===== config.mk =====
export PLATFORM = sky130hd
export DESIGN_NAME = serial_sub_ctrl
export DESIGN_NICKNAME = d
export VERILOG_FILES = /design/src/rtl/serial_sub_ctrl.sv
export SDC_FILE = /design/constraint.sdc
export NUM_CORES = 1
export LEC_CHECK = 0
export CAP_MARGIN = 5
export CORE_MARGIN = 2
export CORE_UTILIZATION = 66
export CTS_CLUSTER_DIAMETER = 50
export DETAILED_ROUTE_END_ITERATION = 10
export DONT_BUFFER_PORTS = 1
export HOLD_SLACK_MARGIN = 0.08
export PLACE_DENSITY = 0.93
export SLEW_MARGIN = 20
export SYNTH_ARGS = -nofsm -noshare
export SYNTH_HDL_FRONTEND = slang
export SYNTH_SLANG_ARGS = --single-unit

===== constraint.sdc =====
create_clock -name clk -period 3.25 [get_ports clk]
set_input_delay 0.65 -clock clk [delete_from_list [all_inputs] [get_ports clk]]
set_output_delay 0.65 -clock clk [all_outputs]
set_load 0.01 [all_outputs]

===== src/rtl/serial_sub_ctrl.sv =====
// Bit-serial subtractor: one shared full-subtractor slice walks the operands LSB
// first over WIDTH cycles, then presents a - b - bin with borrow-out for one DONE cycle.
module serial_sub_ctrl #(
    parameter int WIDTH = 8
) (
    input  logic             clk,
    input  logic             rst_n,
    input  logic             start,
    input  logic [WIDTH-1:0] a,
    input  logic [WIDTH-1:0] b,
    input  logic             bin,
    output logic             busy,
    output logic             done,
    output logic [WIDTH-1:0] d,
    output logic             bo
);

    localparam int CW = (WIDTH > 2) ? $clog2(WIDTH) : 1;
    localparam logic [CW-1:0] LAST_BIT = CW'(WIDTH - 1);

    typedef enum logic [1:0] {
        S_IDLE  = 2'd0,
        S_SHIFT = 2'd1,
        S_DONE  = 2'd2
    } state_t;

    // Returns {borrow, diff} for one bit position.
    function automatic logic [1:0] sub_slice(input logic x, input logic y, input logic br);
        logic diff;
        logic borrow;
        diff   = x ^ y ^ br;
        borrow = (~x & y) | (~(x ^ y) & br);
        return {borrow, diff};
    endfunction

    state_t           state_q, state_d;
    logic [WIDTH-1:0] a_sh_q, a_sh_d;
    logic [WIDTH-1:0] b_sh_q, b_sh_d;
    logic [WIDTH-1:0] res_q, res_d;
    logic [WIDTH-1:0] d_q, d_d;
    logic [CW-1:0]    cnt_q, cnt_d;
    logic             br_q, br_d;
    logic             bo_q, bo_d;
    logic             busy_q, busy_d;
    logic             done_q, done_d;
    logic [1:0]       slice_s;

    assign slice_s = sub_slice(a_sh_q[0], b_sh_q[0], br_q);

    // Next-state and datapath: d/bo are only loaded on the final bit so partial sums never leak out.
    always_comb begin
        state_d = state_q;
        a_sh_d  = a_sh_q;
        b_sh_d  = b_sh_q;
        res_d   = res_q;
        d_d     = d_q;
        cnt_d   = cnt_q;
        br_d    = br_q;
        bo_d    = bo_q;
        case (state_q)
            S_IDLE: begin
                if (start) begin
                    a_sh_d  = a;
                    b_sh_d  = b;
                    br_d    = bin;
                    res_d   = '0;
                    cnt_d   = '0;
                    state_d = S_SHIFT;
                end else begin
                    state_d = S_IDLE;
                end
            end
            S_SHIFT: begin
                a_sh_d = {1'b0, a_sh_q[WIDTH-1:1]};
                b_sh_d = {1'b0, b_sh_q[WIDTH-1:1]};
                res_d  = {slice_s[0], res_q[WIDTH-1:1]};
                br_d   = slice_s[1];
                if (cnt_q == LAST_BIT) begin
                    d_d     = {slice_s[0], res_q[WIDTH-1:1]};
                    bo_d    = slice_s[1];
                    state_d = S_DONE;
                end else begin
                    cnt_d   = cnt_q + CW'(1);
                    state_d = S_SHIFT;
                end
            end
            S_DONE: begin
                state_d = S_IDLE;
            end
            default: begin
                state_d = S_IDLE;
            end
        endcase
        busy_d = (state_d == S_SHIFT);
        done_d = (state_d == S_DONE);
    end

    // State, datapath and registered Moore outputs.
    always_ff @(posedge clk or negedge rst_n) begin
        if (!rst_n) begin
            state_q <= S_IDLE;
            a_sh_q  <= '0;
            b_sh_q  <= '0;
            res_q   <= '0;
            d_q     <= '0;
            cnt_q   <= '0;
            br_q    <= 1'b0;
            bo_q    <= 1'b0;
            busy_q  <= 1'b0;
            done_q  <= 1'b0;
        end else begin
            state_q <= state_d;
            a_sh_q  <= a_sh_d;
            b_sh_q  <= b_sh_d;
            res_q   <= res_d;
            d_q     <= d_d;
            cnt_q   <= cnt_d;
            br_q    <= br_d;
            bo_q    <= bo_d;
            busy_q  <= busy_d;
            done_q  <= done_d;
        end
    end

    assign busy = busy_q;
    assign done = done_q;
    assign d    = d_q;
    assign bo   = bo_q;

endmodule


==> impl_metrics.ini, run 1 <==
[yosys]
synth-compound-area-share_pct = 17.4
synth_top_family_by_area = compound AO/OA/AOI/OAI gates
synth_xor_area_share_pct = 0
avgSynthCellArea_um2 = 11.9
seq_area_frac_synth_pct = 56.0
syn_inst = 150
syn_nets = 173
muxShareOfSynthArea_pct = 5.67
ys_seq_elements = 40
yosys.area_share.adder_pct = 2.52
synth.distinct_cells = 26
synthSimpleGateAreaFrac_pct = 12.0
synthesis.area_um2 = 1790
synth_warnings = 0

[placed_design]
dp_slack_ns = 1.29
place_hpwl_um = 2110
io_buffers = 0
placed_cells = 168
gp_congestion = 0.711

[final_layout]
final_cell_mix = dfrtp_1 (40), nor3_1 (18), o22ai_1 (13), a22o_1 (12)
drive_gt1_share_pct = 14.3
area_growth_syn_to_layout_pct = 2.66
instances_no_fill = 178
layout_commonest_cell = dfrtp_1
nFillCells = 165
finalNetCount = 169

[pwr]
vdd_drop_max_v = 0.000751
p_per_area_nw_per_um2 = 1060
p_leak_nw = 0.814

[global_route]
grt_remaining_overflow = 0
grt_start_max_net_pins = 41
grt_antenna_before_repair = 1
grtUsageTotal_pct = 22.7
grt_pass1_vias = 1206
grt_pass1_wl_um = 5550

[setup_path]
arrival_ns = 2.26
critPathMaxStageDelay_ns = 1.03
crit_required_ns = 3.49
cp-end-kind = flip-flop
worstPathMaxFanout = 33
cp-start-kind = flip-flop
criticalPathCategory = reg -> reg
crit_slowest_cell = dfrtp_1
cp_num_buf_inv = 0
critical-path-top-delay-family = flip-flops
path_cells = or2_1 > nand2_4 > a22o_1

[drt]
vias = 1162
drc = 0
drtIter0Drc = 42
finalWirelength_um = 3120
wl_per_cell_um = 17.6
dr.pass1.iters = 4
antenna_left = 0
viasPerCell = 6.53

[clock_tree]
worstSkewPairLatency_ns = 0.35
cts_setup_buffers = 0
cts-root-buf = clkbuf_4
clkSlewWorstSetupHoldPaths_ns = 0.13
htreeDepth = 2
cts_sinks = 40
cts_tree = done
clk_path_buf_depth = 2
cts_buffers = 5

[sta]
period_needed_ns = 2.02
worst_pin_slew_ns = 1.01
tns_ns = 0
final-setup-viol-count = 0
slew_violations = 0
skew_ns = 0.00367
timing.final.crit_share_pct = 62.1
relSlewSlack_pct = 32.5
final-hold-violation-count = 0
finalWorstSetupSlack_ns = 1.23
fmax_mhz = 496
rsz0062_at_grt = no

[floorplanning]
die_h_um = 56.1
boundaryPins = 31
core-area_um2 = 2520
start_util_pct = 70.9
fp.dieW_um = 56.1
core.rowCount = 18
die_area_um2 = 3140

[outcome]
outcome = completed

[flow_run]
cap_violations = 0

[min_path]
min_path_type = in -> async
[cell families after synthesis]
family,count (synthesis)
buf+inv,17
simple gates,38
fa+ha+maj,3
flops,40
mux,9
compound gates,43
[routing by layer]
layer  GRT usage (%)  vias to the layer above  share of wire, %
li1                -                      557                 -
met1            30.9                      572                47
met2            33.3                       31                46
met3            9.77                        2               6.4
met4            6.46                        0              0.38
met5               0                        -                 0
[report_power, final]
| part | internal [mW] | switching [mW] |
|---|---|---|
| Clock | 0.164 | 0.172 |
| Sequential | 0.723 | 0.246 |
| Combinational | 0.330 | 0.313 |
[flip-flops by register name, indices dropped and copies added (netlist names)]
name,flops
a_sh_q,8
b_sh_q,8
d,8
res_q,7
cnt_q,3
state_q,2
bo,1
br_q,1
busy,1
done,1
[area by class of cell]
| cell class | count | area (um2) | share of cell area, % |
|---|---|---|---|
| Inverter | 5 | 18.8 | 1.02 |
| Multi-Input combinational cell | 93 | 672 | 36.6 |
| Clock inverter | 3 | 46.3 | 2.52 |
| Tap cell | 30 | 37.5 | 2.04 |
| Sequential cell | 40 | 1000 | 54.5 |
| Timing Repair Buffer | 1 | 20.0 | 1.09 |
| Clock buffer | 5 | 37.5 | 2.04 |
| Antenna cell | 1 | 2.50 | 0.136 |
[through the flow]
step	total power [mW]	hold WS, ns	area [um2]	util [%]
3_5_place_dp	1.60	0.355	1730	68.6
6_report	1.95	0.116	1840	72.8
3_3_place_gp	1.55	0.355	1730	68.6
5_1_grt	2.10	0.108	1840	72.8
4_1_cts	1.95	0.118	1830	72.7
2_1_floorplan	1.53	0.354	1790	-
[repair_timing]
item / 4_1_cts / 5_1_grt
hold buffers: 1 / 0
endpoints found under the hold margin: 40 / 0
gates resized for setup: 0 / 0
[synthesized netlist by cell type, drive strengths merged]
master / number / share of area (%)
fa: 1 / 1.1
a22o: 12 / 5.9
a21oi: 3 / 0.84
nand2: 4 / 1.3
o21ai: 6 / 1.7
dfrtp: 40 / 56
mux2: 9 / 5.7
inv: 5 / 1.0
o22ai: 13 / 4.5
nand3b: 1 / 1.1
nor2: 9 / 1.9
nor3: 18 / 5.0
nand2b: 2 / 1.1
o32ai: 8 / 3.9
buf: 10 / 4.9
a221oi: 1 / 0.49
nor2b: 2 / 0.70
or4b: 1 / 0.56
clkbuf: 2 / 0.49
ha: 2 / 1.4
or2: 1 / 0.35
[worst register-to-register path, stage by stage (launching register included)]
cell and delay [ns]:
dfrtp_1 1.03, or2_1 0.43, nand2_4 0.17, a22o_1 0.28
[worst paths after layout]
kind / startpoint / end / slack (ns) / cells after the start
min in group clk: b[7] / b_sh_q[7]$_DFFE_PN0P_ / 0.44 / 2
setup reg to reg: state_q[0]$_DFF_PN0_ / cnt_q[1]$_DFFE_PN0P_ / 1.23 / 3
hold reg to reg: res_q[1]$_DFFE_PN0P_ / res_q[1]$_DFFE_PN0P_ / 0.54 / 1
hold / removal: rst_n / a_sh_q[2]$_DFFE_PN0P_ / 0.12 / 1
setup / recovery: state_q[0]$_DFF_PN0_ / cnt_q[1]$_DFFE_PN0P_ / 1.23 / 3
max in group asynchronous: rst_n / a_sh_q[6]$_DFFE_PN0P_ / 2.94 / 1
(Power assumes the default switching activity.)
==> run 2: changes to the inputs <==
- CORE_UTILIZATION: 66 -> 61
- PLACE_DENSITY: 0.93 -> 0.88
- clock period: 3.25 -> 2 ns (I/O delays scaled with it)
==> run 2 against run 1 <==
Effect of this change: critical path depth is 2 higher; flip-flop and latch count unchanged; cell count up 1.7%; total power is 65% higher; setup slack got worse by 0.84 ns.
==> impl_metrics.ini, run 2 (synthesis results as in run 1) <==
[global_route]
grt_remaining_overflow = 0
grtUsageTotal_pct = 24.8
grt_start_max_net_pins = 41
grt_pass1_wl_um = 6150
grt_antenna_before_repair = 0
grt_pass1_vias = 1237

[clock_tree]
cts_sinks = 40
clk_path_buf_depth = 2
cts_buffers = 5
cts_setup_buffers = 0
clkSlewWorstSetupHoldPaths_ns = 0.12
htreeDepth = 2
cts_tree = done
worstSkewPairLatency_ns = 0.36
cts-root-buf = clkbuf_4

[floorplanning]
boundaryPins = 31
core.rowCount = 19
fp.dieW_um = 58.1
core-area_um2 = 2780
die_h_um = 58.1
start_util_pct = 64.3
die_area_um2 = 3380

[pwr]
p_leak_nw = 0.827
pwr-share-seq_pct = 47.2
vdd_drop_max_v = 0.00127
p_switching_mw = 1.22
p_int_mw = 2.00
p_sw_share_pct = 37.9
pwr-share-clk_pct = 16.4
comb_power_share_pct = 36.5
p_per_area_nw_per_um2 = 1740
fin_total_pwr_mw = 3.22

[setup_path]
cp-start-kind = flip-flop
criticalPathCategory = reg -> reg
crit_required_ns = 2.26
r2r_slack_ns = 0.39
worstPathMaxFanout = 7
cp-end-kind = flip-flop
arrival_ns = 1.87

[sta]
timing.final.crit_share_pct = 80.5
tns_ns = 0
relSlewSlack_pct = 63.2
period_needed_ns = 1.61
rsz0062_at_grt = no
final-setup-viol-count = 0
skew_ns = 0.0107
fmax_mhz = 621
final-hold-violation-count = 0
holdWs_ns = 0.171
slew_violations = 0
worst_pin_slew_ns = 0.550

[final_layout]
diodes = 0
final_cell_mix = dfrtp_1 (40), nor3_1 (18), o22ai_1 (13), a22o_1 (12)
layout_commonest_cell = dfrtp_1
drive_gt1_share_pct = 14.7
finalNetCount = 172
area_growth_syn_to_layout_pct = 3.57

[placed_design]
place_hpwl_um = 2360
gp_congestion = 0.772
io_buffers = 0

[drt]
viasPerCell = 6.72
finalWirelength_um = 3510
drc = 0
antenna_left = 0
wl_per_cell_um = 19.4
drtIter0Drc = 36
vias = 1217
dr.pass1.iters = 4

[flow_run]
cap_violations = 0

[min_path]
min_path_type = in -> reg

[outcome]
outcome = completed
## run 2: changes by cell type in the layout (fill, tap and decap cells not counted)
cell	delta
buf_4	+2
clkinv_2	+1
clkinvlp_4	-1
diode_2	-1
inv_6	-1
dlygate4sd3_1	+1
clkbuf_1	+1
## run 2: repair_timing
item | CTS | global route
hold endpoints to repair | 40 | 0
hold buffers | 2 | 0
gates resized for setup | 0 | 0
## run 2: per-stage QoR
| step | worst slack, ns | cells | instance area, um2 | util, % |
|---|---|---|---|---|
| 6_report | 0.390 | 181 | 1850 | 66.6 |
| 5_1_grt | 0.263 | 181 | 1850 | 66.6 |
| 4_1_cts | 0.397 | 181 | 1850 | 66.6 |
| 3_5_place_dp | 0.419 | 171 | 1750 | 62.8 |
| 3_3_place_gp | 0.500 | 171 | 1750 | 62.8 |
| 2_1_floorplan | 0.490 | 150 | 1790 | - |
## run 2: per-layer routing
metal / track usage (%) / part of all wire, %
met2: 38.1 / 49
met3: 9.82 / 6.2
met5: 0 / 0
met1: 32.2 / 43
met4: 8.64 / 1.6
## run 2: cell type report
class                      count  area, um2
sequential                    40       1000
fill                         199        930
multi-input combinational     93        672
timing repair buffer           4       45.0
clock buffer                   6       41.3
tap                           31       38.8
clock inverter                 2       35.0
inverter                       5       18.8
## run 2: critical path, stage by stage, from the launching register on
cell and delay [ns]:
dfrtp_1 0.41, ha_1 0.18, ha_1 0.33, nor2_1 0.13, mux2_2 0.28, a22o_1 0.18
## run 2: final timing paths
check | endpoint | cells after the start | from
worst max register to register | cnt_q[0]$_DFFE_PN0P_ | 5 | cnt_q[0]$_DFFE_PN0P_
min in group asynchronous | cnt_q[1]$_DFFE_PN0P_ | 2 | rst_n
max in group asynchronous | b_sh_q[4]$_DFFE_PN0P_ | 2 | rst_n
worst max-delay path | cnt_q[0]$_DFFE_PN0P_ | 5 | cnt_q[0]$_DFFE_PN0P_
worst min register to register | res_q[1]$_DFFE_PN0P_ | 1 | res_q[1]$_DFFE_PN0P_
worst min-delay path | b_sh_q[7]$_DFFE_PN0P_ | 2 | b[7]
## run 2: power by group through the flow
stage,clock [mW],sequential (mW),combinational [mW]
final,0.528,1.52,1.17
after global routing,0.569,1.57,1.32
after CTS,0.530,1.51,1.18
after floorplan,0,1.43,1.05
after global placement,0,1.50,1.06
after detailed placement,0,1.53,1.15
